`config.mk`:
```
export PLATFORM = sky130hd
export DESIGN_NAME = spi_master_reg_xfer
export DESIGN_NICKNAME = d
export VERILOG_FILES = /design/src/rtl/spi_master_reg_xfer.sv
export SDC_FILE = /design/constraint.sdc
export NUM_CORES = 1
export LEC_CHECK = 0
export ABC_AREA = 1
export CORE_ASPECT_RATIO = 2
export CORE_UTILIZATION = 40
export DETAILED_ROUTE_END_ITERATION = 6
export PLACE_DENSITY = 0.74
export SETUP_SLACK_MARGIN = 0.05
export SYNTH_ARGS = -nofsm -noshare
export SYNTH_HDL_FRONTEND = slang
export SYNTH_SLANG_ARGS = --single-unit
```
`constraint.sdc`:
```
create_clock -name clk -period 1.44 [get_ports clk]
set_clock_uncertainty 0.05 [all_clocks]
set_input_delay 0.432 -clock clk [delete_from_list [all_inputs] [get_ports clk]]
set_output_delay 0.432 -clock clk [all_outputs]
set_load 0.01 [all_outputs]
```
`src/rtl/spi_master_reg_xfer.sv`:
```
`default_nettype none
// ============================================================================
// Module   : spi_master_reg_xfer
// Brief    : SPI mode-0, MSB-first master that runs one register transaction
//            (command byte {rw,5'b0,addr} followed by one data byte) against
//            an SPI register slave. Writes send wdata; reads capture MISO.
// Revision : 1.0 - initial release
// ============================================================================
module spi_master_reg_xfer #(
    parameter int CLK_DIV = 4,   // clk cycles per SCLK half-period (>= 4)
    parameter int GAP_CYC = 8    // clk cycles of SCLK low between the two bytes
) (
    input  logic       clk,
    input  logic       reset,
    input  logic       start,
    input  logic       rw,
    input  logic [1:0] addr,
    input  logic [7:0] wdata,
    output logic [7:0] rdata,
    output logic       done,
    output logic       busy,
    output logic       SCLK,
    output logic       MOSI,
    input  logic       MISO,
    output logic       SS
);

    // Single phase counter is shared by every timed state, so it must reach
    // the longer of the half-period and the inter-byte gap.
    localparam int c_MAX_CNT = (CLK_DIV > GAP_CYC) ? CLK_DIV : GAP_CYC;
    localparam int c_CNT_W   = (c_MAX_CNT > 1) ? $clog2(c_MAX_CNT) : 1;

    localparam logic [c_CNT_W-1:0] c_DIV_LAST = c_CNT_W'(CLK_DIV - 1);
    localparam logic [c_CNT_W-1:0] c_GAP_LAST = c_CNT_W'(GAP_CYC - 1);
    localparam logic [c_CNT_W-1:0] c_CNT_ONE  = c_CNT_W'(1);

    localparam logic [2:0] c_ST_IDLE    = 3'd0;
    localparam logic [2:0] c_ST_LOW     = 3'd1;
    localparam logic [2:0] c_ST_HIGH    = 3'd2;
    localparam logic [2:0] c_ST_GAP     = 3'd3;
    localparam logic [2:0] c_ST_HOLD    = 3'd4;
    localparam logic [2:0] c_ST_RECOVER = 3'd5;

    logic [2:0]         r_state;
    logic [2:0]         w_state_nx;
    logic [c_CNT_W-1:0] r_div_cnt;
    logic [2:0]         r_bit_cnt;
    logic               r_byte_cnt;
    logic [7:0]         r_tx_sh;
    // Only seven bits are held: the eighth received bit is taken straight
    // from MISO when the byte completes.
    logic [6:0]         r_rx_sh;
    logic [7:0]         r_wdata_q;
    logic               r_rw_q;
    logic [7:0]         r_rdata;
    logic               r_done;
    logic               r_busy;
    logic               r_sclk;
    logic               r_ss;

    logic               w_div_last;
    logic               w_gap_last;
    logic               w_bit_end;

    assign w_div_last = (r_div_cnt == c_DIV_LAST);
    assign w_gap_last = (r_div_cnt == c_GAP_LAST);
    assign w_bit_end  = (r_state == c_ST_HIGH) && w_div_last;

    // State register.
    always_ff @(posedge clk) begin
        if (reset) begin
            r_state <= c_ST_IDLE;
        end else begin
            r_state <= w_state_nx;
        end
    end

    // Next-state decode: each timed state leaves on the last cycle of its count.
    always_comb begin
        w_state_nx = r_state;
        case (r_state)
            c_ST_IDLE: begin
                if (start) begin
                    w_state_nx = c_ST_LOW;
                end
            end
            c_ST_LOW: begin
                if (w_div_last) begin
                    w_state_nx = c_ST_HIGH;
                end
            end
            c_ST_HIGH: begin
                if (w_div_last) begin
                    if (r_bit_cnt != 3'd7) begin
                        w_state_nx = c_ST_LOW;
                    end else if (!r_byte_cnt) begin
                        w_state_nx = c_ST_GAP;
                    end else begin
                        w_state_nx = c_ST_HOLD;
                    end
                end
            end
            c_ST_GAP: begin
                if (w_gap_last) begin
                    w_state_nx = c_ST_LOW;
                end
            end
            c_ST_HOLD: begin
                if (w_div_last) begin
                    w_state_nx = c_ST_RECOVER;
                end
            end
            c_ST_RECOVER: begin
                if (w_div_last) begin
                    w_state_nx = c_ST_IDLE;
                end
            end
            default: begin
                w_state_nx = c_ST_IDLE;
            end
        endcase
    end

    // Registered pin/status outputs follow the state being entered, so they
    // change on the same edge as the state itself.
    always_ff @(posedge clk) begin
        if (reset) begin
            r_sclk <= 1'b0;
            r_ss   <= 1'b1;
            r_busy <= 1'b0;
            r_done <= 1'b0;
        end else begin
            r_sclk <= (w_state_nx == c_ST_HIGH);
            r_ss   <= (w_state_nx == c_ST_IDLE) || (w_state_nx == c_ST_RECOVER);
            r_busy <= (w_state_nx != c_ST_IDLE);
            r_done <= (r_state == c_ST_HOLD) && w_div_last;
        end
    end

    // Phase counter restarts whenever a state is entered and rests at 0 in IDLE.
    always_ff @(posedge clk) begin
        if (reset) begin
            r_div_cnt <= '0;
        end else if ((r_state == c_ST_IDLE) || (w_state_nx != r_state)) begin
            r_div_cnt <= '0;
        end else begin
            r_div_cnt <= r_div_cnt + c_CNT_ONE;
        end
    end

    // Transaction datapath: request latch, shift registers and bit/byte counters.
    always_ff @(posedge clk) begin
        if (reset) begin
            r_tx_sh    <= 8'h00;
            r_rx_sh    <= 7'h00;
            r_wdata_q  <= 8'h00;
            r_rw_q     <= 1'b0;
            r_bit_cnt  <= 3'd0;
            r_byte_cnt <= 1'b0;
            r_rdata    <= 8'h00;
        end else begin
            if ((r_state == c_ST_IDLE) && start) begin
                r_tx_sh    <= {rw, 5'b0, addr};
                r_wdata_q  <= wdata;
                r_rw_q     <= rw;
                r_rx_sh    <= 7'h00;
                r_bit_cnt  <= 3'd0;
                r_byte_cnt <= 1'b0;
            end else if (w_bit_end) begin
                // MISO is sampled in the last clk of the high phase, just
                // before SCLK falls and the next MOSI bit is presented.
                r_rx_sh   <= {r_rx_sh[5:0], MISO};
                r_bit_cnt <= r_bit_cnt + 3'd1;
                if (r_bit_cnt != 3'd7) begin
                    r_tx_sh <= {r_tx_sh[6:0], 1'b0};
                end else if (!r_byte_cnt) begin
                    // Reads clock out zeros in the data byte.
                    r_tx_sh    <= r_rw_q ? r_wdata_q : 8'h00;
                    r_byte_cnt <= 1'b1;
                end else begin
                    r_tx_sh <= {r_tx_sh[6:0], 1'b0};
                    r_rdata <= {r_rx_sh, MISO};
                end
            end
        end
    end

    // MOSI tracks the shift register MSB only while the slave is selected.
    assign MOSI  = ~r_ss & r_tx_sh[7];
    assign SCLK  = r_sclk;
    assign SS    = r_ss;
    assign busy  = r_busy;
    assign done  = r_done;
    assign rdata = r_rdata;

endmodule
`default_nettype wire
```
==> impl_metrics.xml, run 1 <==
<?xml version="1.0" encoding="UTF-8"?>
<metrics>
  <group name="logic_synthesis">
    <metric name="post_synth_main_area_contributors" unit="">sky130_fd_sc_hd__dfxtp_1 (45%), sky130_fd_sc_hd__nand2_1 (8.1%), sky130_fd_sc_hd__o21ai_0 (7.3%)</metric>
    <metric name="synth_async_sr_flop_share" unit="%">0</metric>
    <metric name="synth_top_flop_cell" unit="">sky130_fd_sc_hd__dfxtp_1</metric>
    <metric name="synthesis.area" unit="µm²">2050</metric>
    <metric name="synthesized_area_divided_by_synthesized_cell_count" unit="µm²">7.96</metric>
    <metric name="synth_top_cell_by_area" unit="">sky130_fd_sc_hd__dfxtp_1</metric>
    <metric name="post_synth_num_cell_types" unit="">29</metric>
    <metric name="synth-seq-area-share" unit="%">45.0</metric>
    <metric name="post-synth-top-area-fraction" unit="%">45.0</metric>
    <metric name="synth_fp_nets" unit="">278</metric>
    <metric name="syn_inst" unit="">257</metric>
    <metric name="synth-edff-count" unit="">0</metric>
    <metric name="ys.warnings.count" unit="">0</metric>
    <metric name="synth_seq_cells" unit="">46</metric>
  </group>
  <group name="clock_network">
    <metric name="clock_tree_from_tritoncts" unit="">built</metric>
    <metric name="ctsHtreeMaxLevel" unit="">2</metric>
    <metric name="ctsLongestPathBuffers" unit="">2</metric>
    <metric name="cts_buffers" unit="">5</metric>
    <metric name="path_clk_slew" unit="ps">90</metric>
    <metric name="clock_insertion_delay_worst_skew" unit="ps">300</metric>
    <metric name="clockRootBuffer" unit="">sky130_fd_sc_hd__clkbuf_8</metric>
    <metric name="clock_sink_count" unit="">46</metric>
  </group>
  <group name="power">
    <metric name="cellLeakagePower" unit="nW">1.15</metric>
    <metric name="pwr-share-comb" unit="%">11.0</metric>
    <metric name="power_density" unit="nW/µm²">843</metric>
    <metric name="p_sw_share" unit="%">25.4</metric>
    <metric name="netSwitchingPower" unit="mW">0.605</metric>
    <metric name="vdd.ir_drop.worst" unit="µV">858</metric>
    <metric name="internal_power_summed_over_all_cells" unit="mW">1.77</metric>
    <metric name="clkPwrFrac" unit="%">33.3</metric>
    <metric name="seq_power_share" unit="%">55.7</metric>
  </group>
  <group name="worst_setup_path">
    <metric name="reg2regPathDepth" unit="">9</metric>
    <metric name="timing.critical_path.cells" unit="">ha_4 &gt; ha_4 &gt; clkinvlp_4 &gt; nor2_8 &gt; nand2_2 &gt; nand3_4 &gt; nand2_2 &gt; nand2_4 &gt; nor2_2</metric>
    <metric name="timing.rr.start" unit="">r_div_cnt[0]</metric>
    <metric name="worst_setup_path_start_kind" unit="">flip-flop</metric>
    <metric name="timing.critical_path.arrival" unit="ps">1700</metric>
    <metric name="crit_path_start" unit="">r_div_cnt[0]</metric>
    <metric name="worst_path_largest_cell_delay" unit="ps">360</metric>
    <metric name="timing.critical_path.to" unit="">r_div_cnt[0]</metric>
    <metric name="worst-setup-path-type" unit="">reg2reg</metric>
    <metric name="worst_case_register_to_register_setup_slack" unit="ps">-110</metric>
    <metric name="regToRegEndpoint" unit="">r_div_cnt[0]</metric>
    <metric name="critical_path_s_slowest_cell" unit="">sky130_fd_sc_hd__dfxtp_2</metric>
    <metric name="cp_max_fo" unit="">7</metric>
    <metric name="crit_path_end_kind" unit="">flip-flop</metric>
    <metric name="worstPathRequired" unit="ps">1590</metric>
  </group>
  <group name="route">
    <metric name="overall_via_count_from_detail_route" unit="">1819</metric>
    <metric name="post_drt_via_cell_ratio" unit="">4.98</metric>
    <metric name="drt_drc_violations_left" unit="">0</metric>
    <metric name="drtPass1Iterations" unit="">4</metric>
    <metric name="final_antenna_net_count" unit="">0</metric>
    <metric name="routed_wirelength" unit="µm">4510</metric>
    <metric name="routed_wire_length_per_instance" unit="µm">12.4</metric>
    <metric name="initialDrtViolationCount" unit="">33</metric>
  </group>
  <group name="timing">
    <metric name="final_hold_viol_count" unit="">0</metric>
    <metric name="layout_setup_ws" unit="ps">-108</metric>
    <metric name="setup_viol" unit="">23</metric>
    <metric name="timing.fmax" unit="MHz">646</metric>
    <metric name="timing.slew.headroom" unit="%">82.2</metric>
    <metric name="setup_repair_after_global_routing_missed_its_margin" unit="">yes</metric>
    <metric name="max_slew.worst_pin.slew" unit="ps">266</metric>
    <metric name="timing.final.crit_share" unit="%">108</metric>
    <metric name="slew_viol_final" unit="">0</metric>
    <metric name="layout_min_cycle_time" unit="ps">1550</metric>
  </group>
  <group name="layout">
    <metric name="drive_above_1_share" unit="%">39.6</metric>
    <metric name="fin_area" unit="µm²">2820</metric>
    <metric name="final_util" unit="%">57.5</metric>
    <metric name="diodes" unit="">0</metric>
    <metric name="fill_cells" unit="">444</metric>
    <metric name="final_nets" unit="">328</metric>
    <metric name="synthToLayoutAreaGrowth" unit="%">37.9</metric>
    <metric name="final_cells" unit="">365</metric>
  </group>
  <group name="floorplan">
    <metric name="die-area" unit="µm²">5420</metric>
    <metric name="die_y" unit="µm">103</metric>
    <metric name="initial_core_utilization" unit="%">41.7</metric>
    <metric name="core.rowCount" unit="">36</metric>
    <metric name="core_region_area" unit="µm²">4910</metric>
    <metric name="chipWidth" unit="µm">52.6</metric>
    <metric name="floorplan.io_pins" unit="">28</metric>
  </group>
  <group name="global_route">
    <metric name="grt_antenna_before_repair" unit="">0</metric>
    <metric name="grt_util_all_layers" unit="%">18.2</metric>
    <metric name="grt_start_max_net_pins" unit="">18</metric>
    <metric name="overflow" unit="">0</metric>
    <metric name="grt_first_pass_wirelength" unit="µm">7410</metric>
    <metric name="grt_pass1_vias" unit="">1787</metric>
  </group>
  <group name="placed_design">
    <metric name="numPlacedInstances" unit="">355</metric>
    <metric name="place.detailed.hpwl" unit="µm">3300</metric>
    <metric name="portBuffers" unit="">27</metric>
    <metric name="gp_congestion" unit="">0.847</metric>
    <metric name="placement_cell_area" unit="µm²">2560</metric>
    <metric name="dpl_worst_slack" unit="ps">-301</metric>
  </group>
  <group name="status">
    <metric name="outcome" unit="">finished with violations</metric>
    <metric name="failing_checks" unit="">negative setup slack</metric>
  </group>
  <group name="min_path">
    <metric name="holdCritPathClass" unit="">reg2reg</metric>
  </group>
  <group name="flow_run">
    <metric name="maxCapViolCount" unit="">0</metric>
  </group>
</metrics>
==> cells by family (layout without fill, tap and decap cells) <==
| logic type | after synthesis | count (layout) | share of synthesized area, % |
|---|---|---|---|
| buf+inv | 42 | 93 | 10.6 |
| fa+ha+maj | 6 | 6 | 3.67 |
| flops | 46 | 46 | 45.0 |
| compound gates | 62 | 62 | 17.8 |
| simple gates | 101 | 101 | 22.9 |
==> worst min path at each step <==
stage / start / end / slack (ps) / cells past startpoint
after global routing: r_div_cnt[0] / r_div_cnt[0] / 390 / 1
after CTS: r_div_cnt[0] / r_div_cnt[0] / 390 / 1
after floorplan: r_wdata_q[7] / r_wdata_q[7] / 370 / 2
after detailed placement: r_wdata_q[6] / r_wdata_q[6] / 390 / 2
final: r_div_cnt[0] / r_div_cnt[0] / 380 / 1
after global placement: r_wdata_q[6] / r_wdata_q[6] / 390 / 2
==> critical path, delay by kind of cell (launching register included) <==
kind                       cells  cell delay, ps
and+or+nand+nor                6             570
DFF                            1             360
adders and majority gates      2             330
buffers and inverters          1             130
==> registers in the layout, indices dropped and copies added, names as in the netlist <==
signal      count
SS              1
r_div_cnt       3
r_rw_q          1
r_state         3
SCLK            1
r_bit_cnt       3
r_tx_sh         8
busy            1
r_wdata_q       8
rdata           8
done            1
r_byte_cnt      1
r_rx_sh         7
==> synth_stat cells (3+ instances only) <==
| master | n |
|---|---|
| sky130_fd_sc_hd__inv_2 | 6 |
| sky130_fd_sc_hd__ha_1 | 6 |
| sky130_fd_sc_hd__o21ai_0 | 30 |
| sky130_fd_sc_hd__nor2_2 | 6 |
| sky130_fd_sc_hd__dfxtp_1 | 46 |
| sky130_fd_sc_hd__nand3_2 | 4 |
| sky130_fd_sc_hd__nor2_1 | 29 |
| sky130_fd_sc_hd__nand2_1 | 44 |
| sky130_fd_sc_hd__nand3_1 | 9 |
| sky130_fd_sc_hd__a211oi_2 | 5 |
| sky130_fd_sc_hd__a21oi_1 | 21 |
| sky130_fd_sc_hd__buf_6 | 5 |
| sky130_fd_sc_hd__inv_1 | 24 |
| sky130_fd_sc_hd__nand2_2 | 3 |
==> placed cells by master (no fill, tap or decap), types with 3 or more instances in the layout <==
master | netlist | routed
sky130_fd_sc_hd__inv_4 | 1 | 4
sky130_fd_sc_hd__nand3_2 | 4 | 4
sky130_fd_sc_hd__ha_4 | 0 | 5
sky130_fd_sc_hd__dfxtp_1 | 46 | 39
sky130_fd_sc_hd__o21ai_2 | 0 | 9
sky130_fd_sc_hd__a21oi_1 | 21 | 18
sky130_fd_sc_hd__clkbuf_8 | 0 | 5
sky130_fd_sc_hd__nand3_1 | 9 | 6
sky130_fd_sc_hd__nand2_4 | 1 | 3
sky130_fd_sc_hd__inv_1 | 24 | 17
sky130_fd_sc_hd__nand2_2 | 3 | 10
sky130_fd_sc_hd__nor2_1 | 29 | 25
sky130_fd_sc_hd__nand2_1 | 44 | 35
sky130_fd_sc_hd__buf_6 | 5 | 5
sky130_fd_sc_hd__clkdlybuf4s50_1 | 0 | 14
sky130_fd_sc_hd__dfxtp_2 | 0 | 7
sky130_fd_sc_hd__o21ai_0 | 30 | 19
sky130_fd_sc_hd__nor2_2 | 6 | 8
sky130_fd_sc_hd__a211oi_2 | 5 | 5
sky130_fd_sc_hd__nand3_4 | 0 | 3
sky130_fd_sc_hd__clkbuf_2 | 1 | 8
sky130_fd_sc_hd__buf_4 | 1 | 19
sky130_fd_sc_hd__inv_2 | 6 | 9
sky130_fd_sc_hd__a21oi_2 | 0 | 3
sky130_fd_sc_hd__o21ai_1 | 1 | 3
==> metal layers <==
metal / vias up / track usage [%] / wire length, µm / share of wire, %
li1: 931 / - / - / -
met2: 31 / 34.6 / 2590 / 57
met5: - / 0 / 0 / 0
met3: 10 / 3.54 / 128 / 2.8
met1: 847 / 17.6 / 1650 / 37
met4: 0 / 9.31 / 136 / 3.0
==> repair_timing <==
action                                  CTS  global route
buffers inserted                          1             2
endpoints found under the setup margin   47            47
pin swaps                                 1            12
hold buffers                              0             0
gates resized for setup                  47            58
==> area by class of cell <==
type	count	area, µm²	area share, %
Clock buffer	5	68.8	2.44
Clock inverter	3	21.3	0.754
Inverter	31	130	4.61
Multi-Input combinational cell	169	1120	39.8
Sequential cell	46	930	32.9
Timing Repair Buffer	54	478	16.9
Tap cell	57	71.3	2.53
==> power by group through the flow <==
stage / clock (mW) / combinational [mW] / sequential, mW
after floorplan: 0 / 0.124 / 1.35
after global placement: 0 / 0.228 / 1.35
after detailed placement: 0 / 0.232 / 1.35
after CTS: 0.813 / 0.234 / 1.32
after global routing: 0.869 / 0.290 / 1.33
final: 0.791 / 0.262 / 1.33
==> per-stage QoR <==
step | power (mW) | setup TNS, ps | hold slack, ps
6_report | 2.38 | -1170 | 382
5_1_grt | 2.49 | -3430 | 390
4_1_cts | 2.37 | -543 | 385
3_5_place_dp | 1.59 | -8090 | 388
3_3_place_gp | 1.58 | -6230 | 386
2_1_floorplan | 1.48 | 0 | 374
Power figures use the tool's default switching activity.
==> run 2, diff against run 1 <==
--- a/config.mk
+++ b/config.mk
@@ -9,7 +9,8 @@
 export CORE_ASPECT_RATIO = 2
 export CORE_UTILIZATION = 40
 export DETAILED_ROUTE_END_ITERATION = 6
-export PLACE_DENSITY = 0.74
+export DONT_BUFFER_PORTS = 1
+export PLACE_DENSITY = 0.66
 export SETUP_SLACK_MARGIN = 0.05
 export SYNTH_ARGS = -nofsm -noshare
 export SYNTH_HDL_FRONTEND = slang
==> impl_metrics.xml, run 2 (same netlist as run 1, synthesis figures left out) <==
<?xml version="1.0" encoding="UTF-8"?>
<metrics>
  <group name="layout">
    <metric name="synthToLayoutAreaGrowth" unit="%">34.2</metric>
    <metric name="final_util" unit="%">55.9</metric>
    <metric name="drive_above_1_share" unit="%">45.0</metric>
    <metric name="final_nets" unit="">302</metric>
    <metric name="fin_area" unit="µm²">2750</metric>
    <metric name="fill_cells" unit="">437</metric>
    <metric name="leading_cell_type_in_the_layout_fill_and_taps_excluded" unit="">sky130_fd_sc_hd__dfxtp_1</metric>
    <metric name="final_cell_mix" unit="">sky130_fd_sc_hd__dfxtp_1 (41), sky130_fd_sc_hd__nand2_1 (26), sky130_fd_sc_hd__nor2_1 (19)</metric>
    <metric name="diodes" unit="">0</metric>
    <metric name="final_cells" unit="">339</metric>
  </group>
  <group name="floorplan">
    <metric name="die-area" unit="µm²">5420</metric>
    <metric name="initial_core_utilization" unit="%">41.7</metric>
    <metric name="die_y" unit="µm">103</metric>
    <metric name="chipWidth" unit="µm">52.6</metric>
    <metric name="core.rowCount" unit="">36</metric>
    <metric name="core_region_area" unit="µm²">4910</metric>
    <metric name="floorplan.io_pins" unit="">28</metric>
  </group>
  <group name="clock_network">
    <metric name="clock_tree_from_tritoncts" unit="">built</metric>
    <metric name="cts-hold-fix-buffers" unit="">0</metric>
    <metric name="clock_sink_count" unit="">46</metric>
    <metric name="path_clk_slew" unit="ps">80</metric>
    <metric name="ctsLongestPathBuffers" unit="">2</metric>
    <metric name="clock_insertion_delay_worst_skew" unit="ps">310</metric>
    <metric name="clockRootBuffer" unit="">sky130_fd_sc_hd__clkbuf_8</metric>
    <metric name="cts_buffers" unit="">5</metric>
    <metric name="ctsHtreeMaxLevel" unit="">2</metric>
  </group>
  <group name="worst_setup_path">
    <metric name="timing.critical_path.cells" unit="">ha_4 &gt; ha_4 &gt; nand2_4 &gt; nand2_1 &gt; nand2_1 &gt; nand2_1 &gt; a21oi_1 &gt; nor2_2 &gt; nand2_2 &gt; nor2_1</metric>
    <metric name="worstPathRequired" unit="ps">1590</metric>
    <metric name="timing.critical_path.arrival" unit="ps">1640</metric>
    <metric name="worst_setup_path_start_kind" unit="">flip-flop</metric>
    <metric name="crit_path_end_kind" unit="">flip-flop</metric>
    <metric name="worst_path_largest_cell_delay" unit="ps">340</metric>
    <metric name="worst-setup-path-type" unit="">reg2reg</metric>
    <metric name="cp_top_family" unit="">simple AND/OR/NAND/NOR gates</metric>
    <metric name="cp_max_fo" unit="">3</metric>
    <metric name="critical_path_s_slowest_cell" unit="">sky130_fd_sc_hd__dfxtp_2</metric>
    <metric name="path_common_cell" unit="">sky130_fd_sc_hd__nand2_1</metric>
    <metric name="critical_path.n_buffers_inverters" unit="">0</metric>
  </group>
  <group name="global_route">
    <metric name="grt_pass1_vias" unit="">1580</metric>
    <metric name="grt_antenna_before_repair" unit="">0</metric>
    <metric name="grt_first_pass_wirelength" unit="µm">6970</metric>
    <metric name="grt_util_all_layers" unit="%">17.7</metric>
    <metric name="grt_start_max_net_pins" unit="">18</metric>
    <metric name="overflow" unit="">0</metric>
  </group>
  <group name="power">
    <metric name="cellLeakagePower" unit="nW">1.08</metric>
    <metric name="p_sw_share" unit="%">23.4</metric>
    <metric name="pwr-share-comb" unit="%">7.0</metric>
    <metric name="power_density" unit="nW/µm²">896</metric>
    <metric name="vdd.ir_drop.worst" unit="µV">931</metric>
    <metric name="seq_power_share" unit="%">54.1</metric>
    <metric name="netSwitchingPower" unit="mW">0.577</metric>
    <metric name="clkPwrFrac" unit="%">39.0</metric>
    <metric name="internal_power_summed_over_all_cells" unit="mW">1.88</metric>
  </group>
  <group name="timing">
    <metric name="timing.final.crit_share" unit="%">103</metric>
    <metric name="timing.fmax" unit="MHz">672</metric>
    <metric name="layout_setup_ws" unit="ps">-48.1</metric>
    <metric name="slew_viol_final" unit="">0</metric>
    <metric name="timing.slew.headroom" unit="%">80.0</metric>
    <metric name="setup_repair_after_global_routing_missed_its_margin" unit="">yes</metric>
    <metric name="fin_tns_setup" unit="ps">-454</metric>
    <metric name="max_slew.worst_pin.slew" unit="ps">300</metric>
    <metric name="final_hold_viol_count" unit="">0</metric>
    <metric name="timing.hold.ws" unit="ps">135</metric>
    <metric name="layout_min_cycle_time" unit="ps">1490</metric>
    <metric name="setup_viol" unit="">17</metric>
  </group>
  <group name="route">
    <metric name="post_drt_via_cell_ratio" unit="">5.21</metric>
    <metric name="drtPass1Iterations" unit="">4</metric>
    <metric name="routed_wire_length_per_instance" unit="µm">14.8</metric>
    <metric name="routed_wirelength" unit="µm">5010</metric>
    <metric name="overall_via_count_from_detail_route" unit="">1767</metric>
    <metric name="drt_drc_violations_left" unit="">0</metric>
    <metric name="final_antenna_net_count" unit="">0</metric>
    <metric name="initialDrtViolationCount" unit="">31</metric>
  </group>
  <group name="placed_design">
    <metric name="gp_congestion" unit="">0.982</metric>
    <metric name="numPlacedInstances" unit="">321</metric>
    <metric name="placement_cell_area" unit="µm²">2240</metric>
    <metric name="place.detailed.hpwl" unit="µm">3290</metric>
    <metric name="portBuffers" unit="">0</metric>
  </group>
  <group name="flow_run">
    <metric name="maxCapViolCount" unit="">0</metric>
  </group>
  <group name="min_path">
    <metric name="holdCritPathClass" unit="">in2reg</metric>
  </group>
  <group name="status">
    <metric name="outcome" unit="">finished with violations</metric>
    <metric name="failing_checks" unit="">negative setup slack</metric>
  </group>
</metrics>
[run 2: cell count changes in the layout (fill, tap and decap cells not counted), moves of 3 or more]
cell                              previous run  this run
sky130_fd_sc_hd__buf_4                      19        16
sky130_fd_sc_hd__clkbuf_2                    8         0
sky130_fd_sc_hd__clkdlybuf4s50_1            14         0
sky130_fd_sc_hd__nand2_1                    35        26
sky130_fd_sc_hd__nand2_2                    10        15
sky130_fd_sc_hd__nand2_4                     3         7
sky130_fd_sc_hd__nand3_2                     4         7
sky130_fd_sc_hd__nor2_1                     25        19
sky130_fd_sc_hd__nor2_2                      8        12
sky130_fd_sc_hd__o21ai_0                    19        15
[run 2: cell type report]
| class | count | area [µm²] | share of cell area [%] |
|---|---|---|---|
| clock buffer | 6 | 72.6 | 2.64 |
| clock inverter | 2 | 37.5 | 1.37 |
| inverter | 31 | 139 | 5.06 |
| multi-input combinational | 169 | 1190 | 43.2 |
| sequential | 46 | 927 | 33.8 |
| tap | 57 | 71.3 | 2.60 |
| timing repair buffer | 27 | 305 | 11.1 |
| timing repair inverter | 1 | 6.26 | 0.228 |
[run 2: power by group through the flow]
stage	logic, mW	registers [mW]	clock network (mW)
2_1_floorplan	0.124	1.35	0
3_5_place_dp	0.147	1.36	0
3_3_place_gp	0.145	1.36	0
4_1_cts	0.153	1.33	0.972
5_1_grt	0.190	1.34	1.02
6_report	0.172	1.33	0.958
[run 2: metal layers]
| layer | vias up | GRT usage, % | wire, µm |
|---|---|---|---|
| met3 | 12 | 3.69 | 205 |
| met4 | 0 | 9.72 | 161 |
| met2 | 36 | 34.1 | 2850 |
| li1 | 883 | - | - |
| met5 | - | 0 | 0 |
| met1 | 836 | 16.2 | 1790 |
[run 2: final timing paths]
kind / depth (start not counted) / slack (ps) / to / startpoint
worst max-delay path: 10 / -50 / r_div_cnt[1] / r_bit_cnt[1]
worst min-delay path: 1 / 130 / r_wdata_q[0] / reset
worst max register to register: 10 / -50 / r_div_cnt[1] / r_bit_cnt[1]
worst min register to register: 1 / 390 / r_div_cnt[0] / r_div_cnt[0]
[run 2: metrics by stage]
stage	worst slack (ps)	power [mW]
after floorplan	59.3	1.48
after global placement	-71.3	1.50
after detailed placement	-129	1.51
after CTS	-50.9	2.45
after global routing	-152	2.55
final	-48.1	2.46
[run 2: what timing repair did]
item / CTS / global route
gates cloned: 0 / 3
gates resized for setup: 27 / 76
endpoints found under the setup margin: 34 / 35
setup buffers: 0 / 7
pin swaps: 3 / 21
